File: config.mk
export PLATFORM = sky130hd
export DESIGN_NAME = timeslice_scheduler
export DESIGN_NICKNAME = d
export VERILOG_FILES = /design/src/rtl/sched_pkg.sv /design/src/rtl/slice_counter.sv /design/src/rtl/timeslice_scheduler.sv
export SDC_FILE = /design/constraint.sdc
export NUM_CORES = 1
export LEC_CHECK = 0
export ABC_CLOCK_PERIOD_IN_PS = 3300
export CAP_MARGIN = 0
export CELL_PAD_IN_SITES_DETAIL_PLACEMENT = 2
export CELL_PAD_IN_SITES_GLOBAL_PLACEMENT = 2
export CORE_AREA = 2 2 110 112
export CTS_BUF_LIST = sky130_fd_sc_hd__clkbuf_16
export CTS_CLUSTER_DIAMETER = 100
export DETAILED_ROUTE_END_ITERATION = 16
export DIE_AREA = 0 0 112 114
export PLACE_DENSITY_LB_ADDON = 0.1
export SYNTH_ARGS = -nofsm -noshare
export SYNTH_HDL_FRONTEND = slang
export SYNTH_HIERARCHICAL = 1
export SYNTH_SLANG_ARGS = --single-unit
File: constraint.sdc
create_clock -name clk -period 3.3 [get_ports clk]
set_input_delay 0.66 -clock clk [delete_from_list [all_inputs] [get_ports clk]]
set_output_delay 0.66 -clock clk [all_outputs]
set_load 0.02 [all_outputs]
File: src/rtl/sched_pkg.sv
// Shared types and helpers for the timeslice scheduler.
// States, default widths, the reset slice length and the round-robin pick.
package sched_pkg;

    localparam int TASK_W_DEFAULT = 2;
    localparam int W_DEFAULT      = 16;
    localparam logic [15:0] SLICE_DEFAULT = 16'd1000;

    typedef enum logic [1:0] {
        IDLE  = 2'd0,
        LOAD  = 2'd1,
        COUNT = 2'd2,
        PEND  = 2'd3
    } state_t;

    // Search cur+1, cur+2, ... modulo ntask with cur itself last; first set
    // bit of valid wins. Returns cur when nothing is valid. Passing
    // cur = ntask-1 yields the lowest-index valid task.
    function automatic logic [2:0] rr_next(input logic [7:0] valid,
                                           input logic [2:0] cur,
                                           input int         ntask);
        logic [2:0] pick;
        logic [2:0] idx;
        logic       found;
        pick  = cur;
        found = 1'b0;
        for (int k = 1; k <= 8; k++) begin
            if (!found && k <= ntask) begin
                idx = 3'((int'(cur) + k) % ntask);
                if (valid[idx]) begin
                    pick  = idx;
                    found = 1'b1;
                end
            end
        end
        return pick;
    endfunction

endpackage

File: src/rtl/slice_counter.sv
// Countdown counter for the active time slice: load, clear, and
// decrement that stops at zero, with zero/one flags for the scheduler.
module slice_counter #(
    parameter int W = 16
) (
    input  logic         clk,
    input  logic         reset,
    input  logic         clear,
    input  logic         load,
    input  logic [W-1:0] load_data,
    input  logic         dec,
    output logic [W-1:0] count,
    output logic         zero,
    output logic         one
);

    // Clear beats load beats decrement; the count never wraps below zero.
    always_ff @(posedge clk) begin
        if (reset || clear) begin
            count <= '0;
        end else if (load) begin
            count <= load_data;
        end else if (dec && count != '0) begin
            count <= count - W'(1);
        end
    end

    assign zero = (count == '0);
    assign one  = (count == W'(1));

endmodule

File: src/rtl/timeslice_scheduler.sv
// Round-robin preemption scheduler: per-task slice table, shared countdown
// counter, and an irq/ack handshake with the CPU for each task switch.
// Optional: define SCHED_YIELD_EN to add a yield input that ends the
// running slice early.
module timeslice_scheduler
    import sched_pkg::*;
#(
    parameter int           NTASK         = 4,
    parameter int           TASK_W        = TASK_W_DEFAULT,
    parameter int           W             = W_DEFAULT,
    parameter logic [W-1:0] DEFAULT_SLICE = W'(SLICE_DEFAULT)
) (
    input  logic              clk,
    input  logic              reset,
    input  logic              enable,
    input  logic [NTASK-1:0]  task_valid,
    input  logic              cfg_we,
    input  logic [TASK_W-1:0] cfg_addr,
    input  logic [W-1:0]      cfg_data,
`ifdef SCHED_YIELD_EN
    input  logic              yield,
`endif
    output logic              irq,
    input  logic              irq_ack,
    output logic [TASK_W-1:0] cur_task,
    output logic [TASK_W-1:0] next_task,
    output logic [W-1:0]      remaining,
    output logic              busy
);

    state_t            state, state_n;
    logic              irq_n;
    logic [TASK_W-1:0] cur_task_n, next_task_n;
    logic              cnt_load, cnt_clear, cnt_dec;
    logic              cnt_zero, cnt_one;
    logic [W-1:0]      slice_tbl [NTASK];
    logic [W-1:0]      slice_cur, load_val;
    logic [TASK_W-1:0] rr_pick, first_pick;
    logic              yield_req;

`ifdef SCHED_YIELD_EN
    assign yield_req = yield;
`else
    assign yield_req = 1'b0;
`endif

    assign rr_pick    = TASK_W'(rr_next(8'(task_valid), 3'(cur_task), NTASK));
    assign first_pick = TASK_W'(rr_next(8'(task_valid), 3'(NTASK - 1), NTASK));

    // A zero-length slice still runs for one cycle.
    assign slice_cur = slice_tbl[cur_task];
    assign load_val  = (slice_cur == '0) ? W'(1) : slice_cur;

    // Slice table: CPU writes land at any time; LOAD reads the pre-write value.
    always_ff @(posedge clk) begin
        if (reset) begin
            for (int i = 0; i < NTASK; i++) begin
                slice_tbl[i] <= DEFAULT_SLICE;
            end
        end else if (cfg_we) begin
            slice_tbl[cfg_addr] <= cfg_data;
        end
    end

    slice_counter #(.W(W)) u_counter (
        .clk       (clk),
        .reset     (reset),
        .clear     (cnt_clear),
        .load      (cnt_load),
        .load_data (load_val),
        .dec       (cnt_dec),
        .count     (remaining),
        .zero      (cnt_zero),
        .one       (cnt_one)
    );

    // Scheduler state, interrupt and task registers.
    always_ff @(posedge clk) begin
        if (reset) begin
            state     <= IDLE;
            irq       <= 1'b0;
            cur_task  <= '0;
            next_task <= '0;
        end else begin
            state     <= state_n;
            irq       <= irq_n;
            cur_task  <= cur_task_n;
            next_task <= next_task_n;
        end
    end

    // Next-state, counter control and task selection.
    always_comb begin
        state_n     = state;
        irq_n       = irq;
        cur_task_n  = cur_task;
        next_task_n = next_task;
        cnt_load    = 1'b0;
        cnt_clear   = 1'b0;
        cnt_dec     = 1'b0;
        if (!enable) begin
            state_n   = IDLE;
            irq_n     = 1'b0;
            cnt_clear = 1'b1;
        end else begin
            unique case (state)
                IDLE: begin
                    if (|task_valid) begin
                        cur_task_n = first_pick;
                        state_n    = LOAD;
                    end
                end
                LOAD: begin
                    cnt_load = 1'b1;
                    state_n  = COUNT;
                end
                COUNT: begin
                    if (cnt_one || cnt_zero || yield_req) begin
                        cnt_clear   = 1'b1;
                        irq_n       = 1'b1;
                        next_task_n = rr_pick;
                        state_n     = PEND;
                    end else begin
                        cnt_dec = 1'b1;
                    end
                end
                PEND: begin
                    next_task_n = rr_pick;
                    if (irq_ack) begin
                        irq_n = 1'b0;
                        if (|task_valid) begin
                            cur_task_n = rr_pick;
                            state_n    = LOAD;
                        end else begin
                            state_n = IDLE;
                        end
                    end
                end
                default: state_n = IDLE;
            endcase
        end
    end

    assign busy = (state != IDLE);

endmodule

==> flow_summary.ini <==
[synth]
synth_fp_nets = 389
yosysUniqueCellTypes = 49
yosysWarnings = 6
ys_ff_latch = 89
synthFlopType = edfxtp_1
synth_top_area_share_pct = 44.2
synth_area_per_cell_um2 = 12.2
synth_commonest_cells = 64 x edfxtp_1, 43 x and2_1, 30 x nand2b_1, 25 x dfxtp_1, 22 x o21ai_0
synth.area.top_cells = edfxtp_1 44%, dfxtp_1 12%, mux4_2 7.3%
async_flop_share_pct = 0
ys_seq_area_share_pct = 55.7
yosys.area.top_type = edfxtp_1
synth_edf_count = 64
synth_area_um2 = 4350
synthCells = 355
yosysMostFrequentCell = edfxtp_1

[critical_path]
crit_path_max_incr_delay_ns = 0.52
cpMostUsedCell = and3_1
r2r_slack_ns = 0.25
critical-path-top-delay-family = simple AND/OR/NAND/NOR gates
crit_type = flop to flop
critPathLaunch = u_counter/count[10]
cp_num_buf_inv = 0
start_kind = flop
critPathRequiredTime_ns = 3.52
arrival_ns = 3.27
crit_slowest_cell = or3b_2
cp_cell_sequence = nor3_1 > and3_1 > and3_1 > nor3b_1 > and2_1 > or3b_2 > or3_4 > nor4_4 > mux2i_1 > a21oi_1
crit_fanout = 6
rr_startpoint = u_counter/count[10]
setup.worst_path.end_class = flop

[global_route]
grt_use_met2_pct = 34.4
antenna_found_initial = 0
grt_pass1_vias = 3337
busiest_layer = met2
grtUsageTotal_pct = 19.2
grt_use_met1_pct = 23.7
grt_max_degree = 28
gr-usage-met3_pct = 2.82
overflow = 0
grt_pass1_wl_um = 18500

[sta]
grt_setup_unrepaired = false
final.min_clock_period_ns = 3.05
tightest_slew_ns = 0.638
relSlewSlack_pct = 57.3
finalHoldViolations = 0
finalMaxSlewViolations = 0
fin_ws_ns = 0.254
tns_ns = 0
fmax_ghz = 0.328
clock_skew_ns = 0.00584
period_share_pct = 92.3
finalSetupViolCount = 0

[clock_network]
ctsHoldBuffers = 0
clk_pin_slew_worst_paths_ns = 0.07
postCtsSetupBuffers = 0
root_buffer = clkbuf_16
clk-insertion-delay-late_ns = 0.35
cts.sinks = 89
numCtsBuffers = 9
clockBufferDepth = 2
h-tree-depth = 3
cts_tree = built

[drt]
drtPass1Iterations = 4
detail_route.wirelength_um = 11500
wl_per_cell_um = 20.5
drcViolationCount = 0
vias = 3022
drtIter0Drc = 153
antenna_left = 0
routed_via_density = 5.38

[layout]
n_antenna_cell = 0
area_growth_pct = 23.4
fin_nets = 444
multi_input_area_um2 = 1830
register_area_um2 = 2430
drive_above_1_share_pct = 15.4
fillers = 1202

[pwr]
irDropWorstVdd_mv = 0.269
p_per_area_nw_per_um2 = 516
power.leakage_nw = 1.80

[placed_design]
dp_hpwl_um = 7980
io_buffers = 48
gp_congestion = 0.779
dp_slack_ns = 0.191

[worst_hold_path]
hold_path_class = flop to flop
min_from = next_task[1]

[floorplan]
dieArea_um2 = 12800
io_pins = 49
coreArea_um2 = 11700
rows = 40
initial_core_util_pct = 37.1
die_w_um = 112
dieHeight_um = 114

[job]
drv_cap = 0

[run_status]
outcome = complete, no violations
-- timing repair --
| item | 4_1_cts | 5_1_grt |
|---|---|---|
| resized for setup | 0 | 7 |
| setup endpoints to repair | 0 | 1 |
| hold endpoints to repair | 0 | 0 |
-- tightest hold or removal path: cells and delay by family, from the launching register on --
family | cells | cell delay [ns]
AOI/OAI and AO/OA | 2 | 0.13
DFF | 1 | 0.32
-- cell usage in the layout (no fill, tap or decap), types with 7 or more instances in the layout --
cell	count
clkbuf_16	9
and2_1	43
edfxtp_1	64
o21ai_0	22
nand2b_1	30
clkdlybuf4s50_1	48
ha_1	7
a21oi_1	16
inv_1	10
buf_4	12
dfxtp_1	21
nor2_1	15
nor3_1	10
mux4_2	14
-- state kept, by name (all words and copies together), names as in the netlist, named ones only --
signal / flops
slice_tbl: 64
cur_task: 2
next_task: 2
state: 2
u_counter/count: 16
irq: 1
-- cell type report --
type	instances	share of cell area, %
clock buffer	9	4.20
clock inverter	7	1.73
inverter	10	0.700
multi-input combinational	240	34.1
sequential	89	45.3
tap	147	3.43
timing repair buffer	60	10.6
-- power breakdown --
part	switching, W	internal [W]	total (W)	leakage, nW
clock	0.000451	0.000662	0.00111	0.149
combinational	0.000189	0.000163	0.000351	0.817
sequential	0.0000327	0.00127	0.00130	0.832
-- through the flow --
| stage | instance area, um^2 | std cells | hold slack, ns | util (%) | total power, W |
|---|---|---|---|---|---|
| floorplan | 4350 | 355 | 0.506 | - | 0.00153 |
| global placement | 5020 | 546 | 0.481 | 42.9 | 0.00167 |
| detailed placement | 5020 | 546 | 0.490 | 42.9 | 0.00168 |
| CTS | 5340 | 562 | 0.500 | 45.6 | 0.00280 |
| global route | 5360 | 562 | 0.534 | 45.8 | 0.00288 |
| finish | 5360 | 562 | 0.503 | 45.8 | 0.00277 |
-- worst paths after layout --
path         depth (start not counted)                   to
max                                 10  u_counter/count[15]
min reg2reg                          2         next_task[1]
min                                  2         next_task[1]
max reg2reg                         10  u_counter/count[15]
-- cell families (layout without fill, tap and decap cells) --
family,Yosys count,in the layout,share of synthesized area [%]
flip-flops,89,89,55.7
AO/OA/AOI/OAI,64,64,9.07
AND/OR/NAND/NOR,144,144,20.1
buffers and inverters,26,86,2.70
XOR/XNOR,5,5,1.01
adder cells (fa/ha/maj),7,7,2.01
multiplexers,20,20,9.41
-- routing by layer --
layer | wire [um] | vias to the layer above
li1 | - | 1435
met4 | 163 | 0
met5 | 0 | -
met3 | 273 | 11
met1 | 5160 | 1537
met2 | 5910 | 39
Power figures use the tool's default switching activity.
